<file path="config.mk">
export PLATFORM = sky130hd
export DESIGN_NAME = snapshot_uploader
export DESIGN_NICKNAME = d
export VERILOG_FILES = /design/src/rtl/snapshot_uploader.sv
export SDC_FILE = /design/constraint.sdc
export NUM_CORES = 1
export LEC_CHECK = 0
export CAP_MARGIN = 0
export CORE_MARGIN = 4
export CORE_UTILIZATION = 45
export CTS_CLUSTER_SIZE = 25
export DETAILED_ROUTE_END_ITERATION = 10
export HOLD_SLACK_MARGIN = 0.1
export PLACE_DENSITY = 0.74
export SLEW_MARGIN = 20
export SYNTH_ARGS = -nofsm -noshare
export SYNTH_HDL_FRONTEND = slang
export SYNTH_SLANG_ARGS = --single-unit
</file>
<file path="constraint.sdc">
create_clock -name clk_sys -period 6.4 [get_ports clk_sys]
set_input_delay 1.28 -clock clk_sys [delete_from_list [all_inputs] [get_ports clk_sys]]
set_output_delay 1.28 -clock clk_sys [all_outputs]
set_load 0.01 [all_outputs]
</file>
<file path="src/rtl/snapshot_uploader.sv">
// Snoops CPC gate-array / CRTC / ROM-select I/O writes and streams a
// snapshot (256-byte header + RAM image from SDRAM) to the HPS upload port.
//
// Ports:
//   clk_sys, reset            clock, synchronous active-high reset
//   ram64k                    1 = 64 KB model, 0 = 128 KB
//   cpu_addr/io_wr/io_dout    CPU I/O write bus, snooped
//   ioctl_upload/rd/addr      HPS upload session, byte requests
//   ioctl_din/ioctl_wait      returned byte, not-ready flag
//   mem_rd/mem_addr           SDRAM read request and byte address
//   mem_din/mem_ack           SDRAM read data and one-cycle completion
module snapshot_uploader #(
  parameter logic [22:0] RAM_BASE = 23'h000000
) (
  input  logic        clk_sys,
  input  logic        reset,
  input  logic        ram64k,
  input  logic [15:0] cpu_addr,
  input  logic        io_wr,
  input  logic [7:0]  io_dout,
  input  logic        ioctl_upload,
  input  logic        ioctl_rd,
  input  logic [24:0] ioctl_addr,
  output logic [7:0]  ioctl_din,
  output logic        ioctl_wait,
  output logic        mem_rd,
  output logic [22:0] mem_addr,
  input  logic [7:0]  mem_din,
  input  logic        mem_ack
);

  typedef enum logic [1:0] {
    IDLE,
    HDR,
    MEM,
    OUT
  } state_e;

  state_e      state_q, state_d;
  logic        io_wr_q, io_wr_d;
  logic [4:0]  pen_q [17];
  logic [4:0]  pen_d [17];
  logic [7:0]  crtc_q [18];
  logic [7:0]  crtc_d [18];
  logic [4:0]  pen_sel_q, pen_sel_d;
  logic [4:0]  crtc_sel_q, crtc_sel_d;
  logic [7:0]  ga_mode_q, ga_mode_d;
  logic [7:0]  ram_cfg_q, ram_cfg_d;
  logic [7:0]  upper_rom_q, upper_rom_d;
  logic [24:0] offset_q, offset_d;
  logic        r64_q, r64_d;
  logic [7:0]  ioctl_din_q, ioctl_din_d;
  logic        ioctl_wait_q, ioctl_wait_d;
  logic        mem_rd_q, mem_rd_d;
  logic [22:0] mem_addr_q, mem_addr_d;

  // Only the high address byte selects the port.
  logic unused_addr_lo;
  assign unused_addr_lo = ^cpu_addr[7:0];

  logic wr_stb;
  assign wr_stb = io_wr & ~io_wr_q & ~ioctl_upload;

  logic is_ga, is_crtc_sel, is_crtc_dat, is_rom;
  assign is_ga       = cpu_addr[15:8] == 8'h7F;
  assign is_crtc_sel = cpu_addr[15:8] == 8'hBC;
  assign is_crtc_dat = cpu_addr[15:8] == 8'hBD;
  assign is_rom      = cpu_addr[15:8] == 8'hDF;

  logic [4:0] pen_idx;
  assign pen_idx = pen_sel_q[4] ? 5'd16 : {1'b0, pen_sel_q[3:0]};

  always_comb begin
    io_wr_d     = io_wr;
    pen_d       = pen_q;
    crtc_d      = crtc_q;
    pen_sel_d   = pen_sel_q;
    crtc_sel_d  = crtc_sel_q;
    ga_mode_d   = ga_mode_q;
    ram_cfg_d   = ram_cfg_q;
    upper_rom_d = upper_rom_q;
    if (wr_stb) begin
      unique case (1'b1)
        is_ga: begin
          unique case (io_dout[7:6])
            2'b00:   pen_sel_d = io_dout[4:0];
            2'b01:   pen_d[pen_idx] = io_dout[4:0];
            2'b10:   ga_mode_d = io_dout;
            default: ram_cfg_d = io_dout;
          endcase
        end
        is_crtc_sel: crtc_sel_d = io_dout[4:0];
        is_crtc_dat: begin
          if (crtc_sel_q < 5'd18)
            crtc_d[crtc_sel_q] = io_dout;
        end
        is_rom: upper_rom_d = io_dout;
        default: ;
      endcase
    end
  end

  // Header byte for the latched offset; indices wrap mod 32 but are
  // only used inside their guarded ranges.
  logic [7:0] off8;
  logic [4:0] pidx, cidx;
  logic [7:0] hdr_byte;
  assign off8 = offset_q[7:0];
  assign pidx = off8[4:0] - 5'h0F;
  assign cidx = off8[4:0] - 5'h03;

  always_comb begin
    hdr_byte = 8'h00;
    if (offset_q[24:8] == 17'd0) begin
      if (off8 >= 8'h2F && off8 <= 8'h3F)
        hdr_byte = {3'b000, pen_q[pidx]};
      else if (off8 >= 8'h43 && off8 <= 8'h54)
        hdr_byte = crtc_q[cidx];
      else begin
        case (off8)
          8'h00: hdr_byte = 8'h4D;
          8'h01: hdr_byte = 8'h56;
          8'h02: hdr_byte = 8'h20;
          8'h03: hdr_byte = 8'h2D;
          8'h04: hdr_byte = 8'h20;
          8'h05: hdr_byte = 8'h53;
          8'h06: hdr_byte = 8'h4E;
          8'h07: hdr_byte = 8'h41;
          8'h10: hdr_byte = 8'h01;
          8'h2E: hdr_byte = {3'b000, pen_sel_q};
          8'h40: hdr_byte = ga_mode_q;
          8'h41: hdr_byte = ram_cfg_q;
          8'h42: hdr_byte = {3'b000, crtc_sel_q};
          8'h55: hdr_byte = upper_rom_q;
          8'h6C: hdr_byte = r64_q ? 8'h40 : 8'h80;
          default: hdr_byte = 8'h00;
        endcase
      end
    end
  end

  logic [24:0] len;
  logic [16:0] ram_off;
  logic        in_ram;
  assign len     = ram64k ? 25'h0010100 : 25'h0020100;
  assign ram_off = ioctl_addr[16:0] - 17'd256;
  assign in_ram  = (ioctl_addr >= 25'd256) && (ioctl_addr < len);

  always_comb begin
    state_d      = state_q;
    offset_d     = offset_q;
    r64_d        = r64_q;
    ioctl_din_d  = ioctl_din_q;
    ioctl_wait_d = ioctl_wait_q;
    mem_rd_d     = mem_rd_q;
    mem_addr_d   = mem_addr_q;
    if (!ioctl_upload) begin
      // Session ended: abandon any transfer, keep last byte.
      state_d      = IDLE;
      mem_rd_d     = 1'b0;
      ioctl_wait_d = 1'b0;
    end else begin
      unique case (state_q)
        IDLE: begin
          if (ioctl_rd) begin
            offset_d     = ioctl_addr;
            r64_d        = ram64k;
            ioctl_wait_d = 1'b1;
            if (in_ram) begin
              state_d    = MEM;
              mem_rd_d   = 1'b1;
              mem_addr_d = RAM_BASE + {6'd0, ram_off};
            end else begin
              state_d = HDR;
            end
          end
        end
        HDR: begin
          ioctl_din_d  = hdr_byte;
          ioctl_wait_d = 1'b0;
          state_d      = IDLE;
        end
        MEM: begin
          if (mem_ack) begin
            mem_rd_d    = 1'b0;
            ioctl_din_d = mem_din;
            state_d     = OUT;
          end
        end
        default: begin
          ioctl_wait_d = 1'b0;
          state_d      = IDLE;
        end
      endcase
    end
  end

  always_ff @(posedge clk_sys) begin
    if (reset) begin
      state_q      <= IDLE;
      io_wr_q      <= 1'b0;
      for (int i = 0; i < 17; i++) pen_q[i] <= 5'd0;
      for (int i = 0; i < 18; i++) crtc_q[i] <= 8'd0;
      pen_sel_q    <= 5'd0;
      crtc_sel_q   <= 5'd0;
      ga_mode_q    <= 8'd0;
      ram_cfg_q    <= 8'd0;
      upper_rom_q  <= 8'd0;
      offset_q     <= 25'd0;
      r64_q        <= 1'b0;
      ioctl_din_q  <= 8'd0;
      ioctl_wait_q <= 1'b0;
      mem_rd_q     <= 1'b0;
      mem_addr_q   <= 23'd0;
    end else begin
      state_q      <= state_d;
      io_wr_q      <= io_wr_d;
      pen_q        <= pen_d;
      crtc_q       <= crtc_d;
      pen_sel_q    <= pen_sel_d;
      crtc_sel_q   <= crtc_sel_d;
      ga_mode_q    <= ga_mode_d;
      ram_cfg_q    <= ram_cfg_d;
      upper_rom_q  <= upper_rom_d;
      offset_q     <= offset_d;
      r64_q        <= r64_d;
      ioctl_din_q  <= ioctl_din_d;
      ioctl_wait_q <= ioctl_wait_d;
      mem_rd_q     <= mem_rd_d;
      mem_addr_q   <= mem_addr_d;
    end
  end

  assign ioctl_din  = ioctl_din_q;
  assign ioctl_wait = ioctl_wait_q;
  assign mem_rd     = mem_rd_q;
  assign mem_addr   = mem_addr_q;

endmodule

</file>
==> metrics.txt <==
half-perimeter wire length after detailed placement 25.77 mm; area enclosed by the die boundary 36110 um2; share of the cycle needed by the critical path after routing 0.6180; CTS clk-pin slew, worst paths 0.06 ns; fraction of registers with async set/reset 0; r2r startpoint offset_q[0]; unrepaired setup endpoints after global routing no; most frequent standard cell in the layout excluding fill and tap cells dfxtp_1; total overflow reported by the global router 0; TritonCTS clock tree done; post-layout worst setup margin 2.445 ns; setup violators final 0; type of origin of the critical path input pin; actual slew at the worst max-slew pin 1.151 ns; Max rail drop VDD 0.0002368 V; Final Hold Violating Endpoints 0; share of layout cells above drive strength 1 0.09685; total core area 32620 um2; prevailing post-synth register cell dfxtp_1; number of remaining DRC errors 0; number of hold buffers added after CTS 0; area share of the largest cell type after synthesis 0.4284; Avg Vias per Cell 5.855; areal power density over the cells 252.2 nW/um2; Post-Place Worst Slack 1.879 ns; total of flip-flops plus latches after synthesis 319; hold_sp ioctl_wait; cell at the root of the clock tree clkbuf_16; ANT cells 0; Skew-Pair Late Insertion Delay 0.52 ns; Avg Synthesized Cell Area 8.602 um2; number of global-route vias before repair 12210; Worst Setup SP ioctl_upload; dominant cells by area after synthesis dfxtp_1, mux4_2, mux2i_1; total negative slack for setup checks 0 ns; total track usage 0.2212; wire length of the first global-routing pass 65.50 mm; antenna-violating nets left 0; largest net degree at the start of global routing 176; count of vias placed by the detailed router 12800; critical path data arrival time 4.30 ns; Final Slew Violations 0; biggest area consumer among synthesized cells dfxtp_1; Routed WL 41.09 mm; clock sink total 319; sequential element share of the synthesized area 0.4284; top library cells by usage in the layout, fill and taps aside dfxtp_1, nand2_1, a21oi_1; Hold WC Path Type flop to flop; result of the run finished, final reports clean; first-pass detailed-route iteration total 8; post-synthesis cell area 14910 um2; Yosys warning total 0; level count of the clock H-tree 2; final setup skew 0.02175 ns; type of element capturing the critical path flop; total CTS buffers 34; Port-buffer cells 82; max-slew headroom at the worst pin 0.2327; wire length per cell after detailed routing 18.79 um; cells along the critical path clkdlybuf4s50_1 -> nand4b_4 -> nor3_1 -> nand3b_1 -> nor3_4 -> buf_4 -> and3_1 -> mux2i_1 -> nor2_1; required time at the endpoint of the critical path 6.75 ns; critical-path maximum fanout 18; Die Y 190.0 um; Leak 5.576 nW; global placer's final weighted congestion 0.9301; Clock Tree Buf Depth 3; Die Width 190.0 um; maximum cell stage delay along the critical path 0.54 ns; Yosys cell types 71; FILL cells 2947; Crit Path Class input pin to flop; buffers inserted by post-CTS timing repair 0; I/O Pins 97; starting density of the core 0.4570; worst-path cell with the longest stage delay and3_1; initial antenna violation count 0; share of the core filled with cells in the final layout 0.5201; count of max-cap constraint violations 0; FMAX 252.8 MHz; Layout area overhead 13.80%; count of standard-cell rows 66; Post-CTS Resized 0; starting DRC count in detailed routing 1264; EDFF count, synth 0; Mapped Cells 1733; net count of the finished layout 1793; final worst path period need 3.955 ns
==> state kept, by name, summed over array words and instances, names as in the netlist, 5 cells and up <==
name         flops
crtc_q         144
pen_q           85
offset_q        25
ga_mode_q        8
crtc_sel_q       5
ioctl_din        8
ram_cfg_q        8
upper_rom_q      8
pen_sel_q        5
mem_addr        17
==> Yosys cell counts, types with 10 or more instances <==
cell type and n:
dfxtp_1 319, nand2_1 292, a21oi_1 227, nand3_1 156, nor2_1 151, clkbuf_1 117, mux2i_1 114, mux4_2 53
o21ai_0 49, buf_2 21, nor3_1 21, inv_1 13, a211oi_1 12, buf_4 12, nand2b_1 12, a221oi_1 11
and3_1 10
==> cells by family (layout without fill, tap and decap cells) <==
kind of cell	Yosys count	count (layout)	share of synthesized area
AOI/OAI and AO/OA	341	341	0.1284
xor gates and xnor gates	14	14	0.008225
adders and majority gates	9	9	0.007554
buffers and inverters	170	177	0.04859
DFF	319	319	0.4284
muxes	168	168	0.1574
other	1	6	0.0002515
and+or+nand+nor	711	711	0.2212
==> power breakdown <==
part | switching, W | total (W) | internal (W) | leakage (nW)
logic | 0.000171 | 0.000263 | 0.0000917 | 2.43
registers | 0.0000177 | 0.00201 | 0.00200 | 2.57
clock network | 0.000805 | 0.00200 | 0.00120 | 0.569
total | 0.000994 | 0.00428 | 0.00328 | 5.58
==> worst paths after layout <==
check             depth (start not counted)      endpoint  slack, ns
setup reg to reg                          9  ioctl_din[7]       2.47
hold reg to reg                           2    ioctl_wait       0.45
hold / removal                            2    ioctl_wait       0.45
setup / recovery                          9    crtc_q[85]       2.45
==> critical path, delay by kind of cell <==
kind / cells / cell delay, ns
multiplexers: 1 / 0.25
AND/OR/NAND/NOR: 6 / 1.92
buffers and inverters: 2 / 0.85
==> area by class of cell <==
class | instances | area [um2] | area share
multi-input combinational | 1249 | 7864 | 0.4635
sequential | 319 | 6390 | 0.3767
clock buffer | 44 | 969.7 | 0.05716
timing repair buffer | 102 | 955.9 | 0.05635
tap | 442 | 553.0 | 0.03260
clock inverter | 17 | 180.2 | 0.01062
inverter | 14 | 52.55 | 0.003098
==> metal layers <==
| layer | up-vias | GRT usage | wire, um |
|---|---|---|---|
| li1 | 6063 | - | - |
| met1 | 6109 | 0.2957 | 17090 |
| met2 | 540 | 0.3645 | 19470 |
| met3 | 92 | 0.04220 | 3350 |
| met4 | 0 | 0.06900 | 1181 |
| met5 | - | 0 | 0 |
==> through the flow <==
stage                     total power, W  instances  hold slack (ns)  instance area (um2)
after floorplan                 0.002217       1738           0.4287                14930
after global placement          0.002311       2126           0.4350                15820
after detailed placement        0.002315       2126           0.4399                15820
after CTS                       0.004312       2187           0.4493                16970
after global routing            0.004425       2187           0.4677                16970
final                           0.004278       2187           0.4475                16970
(Power assumes the default switching activity.)
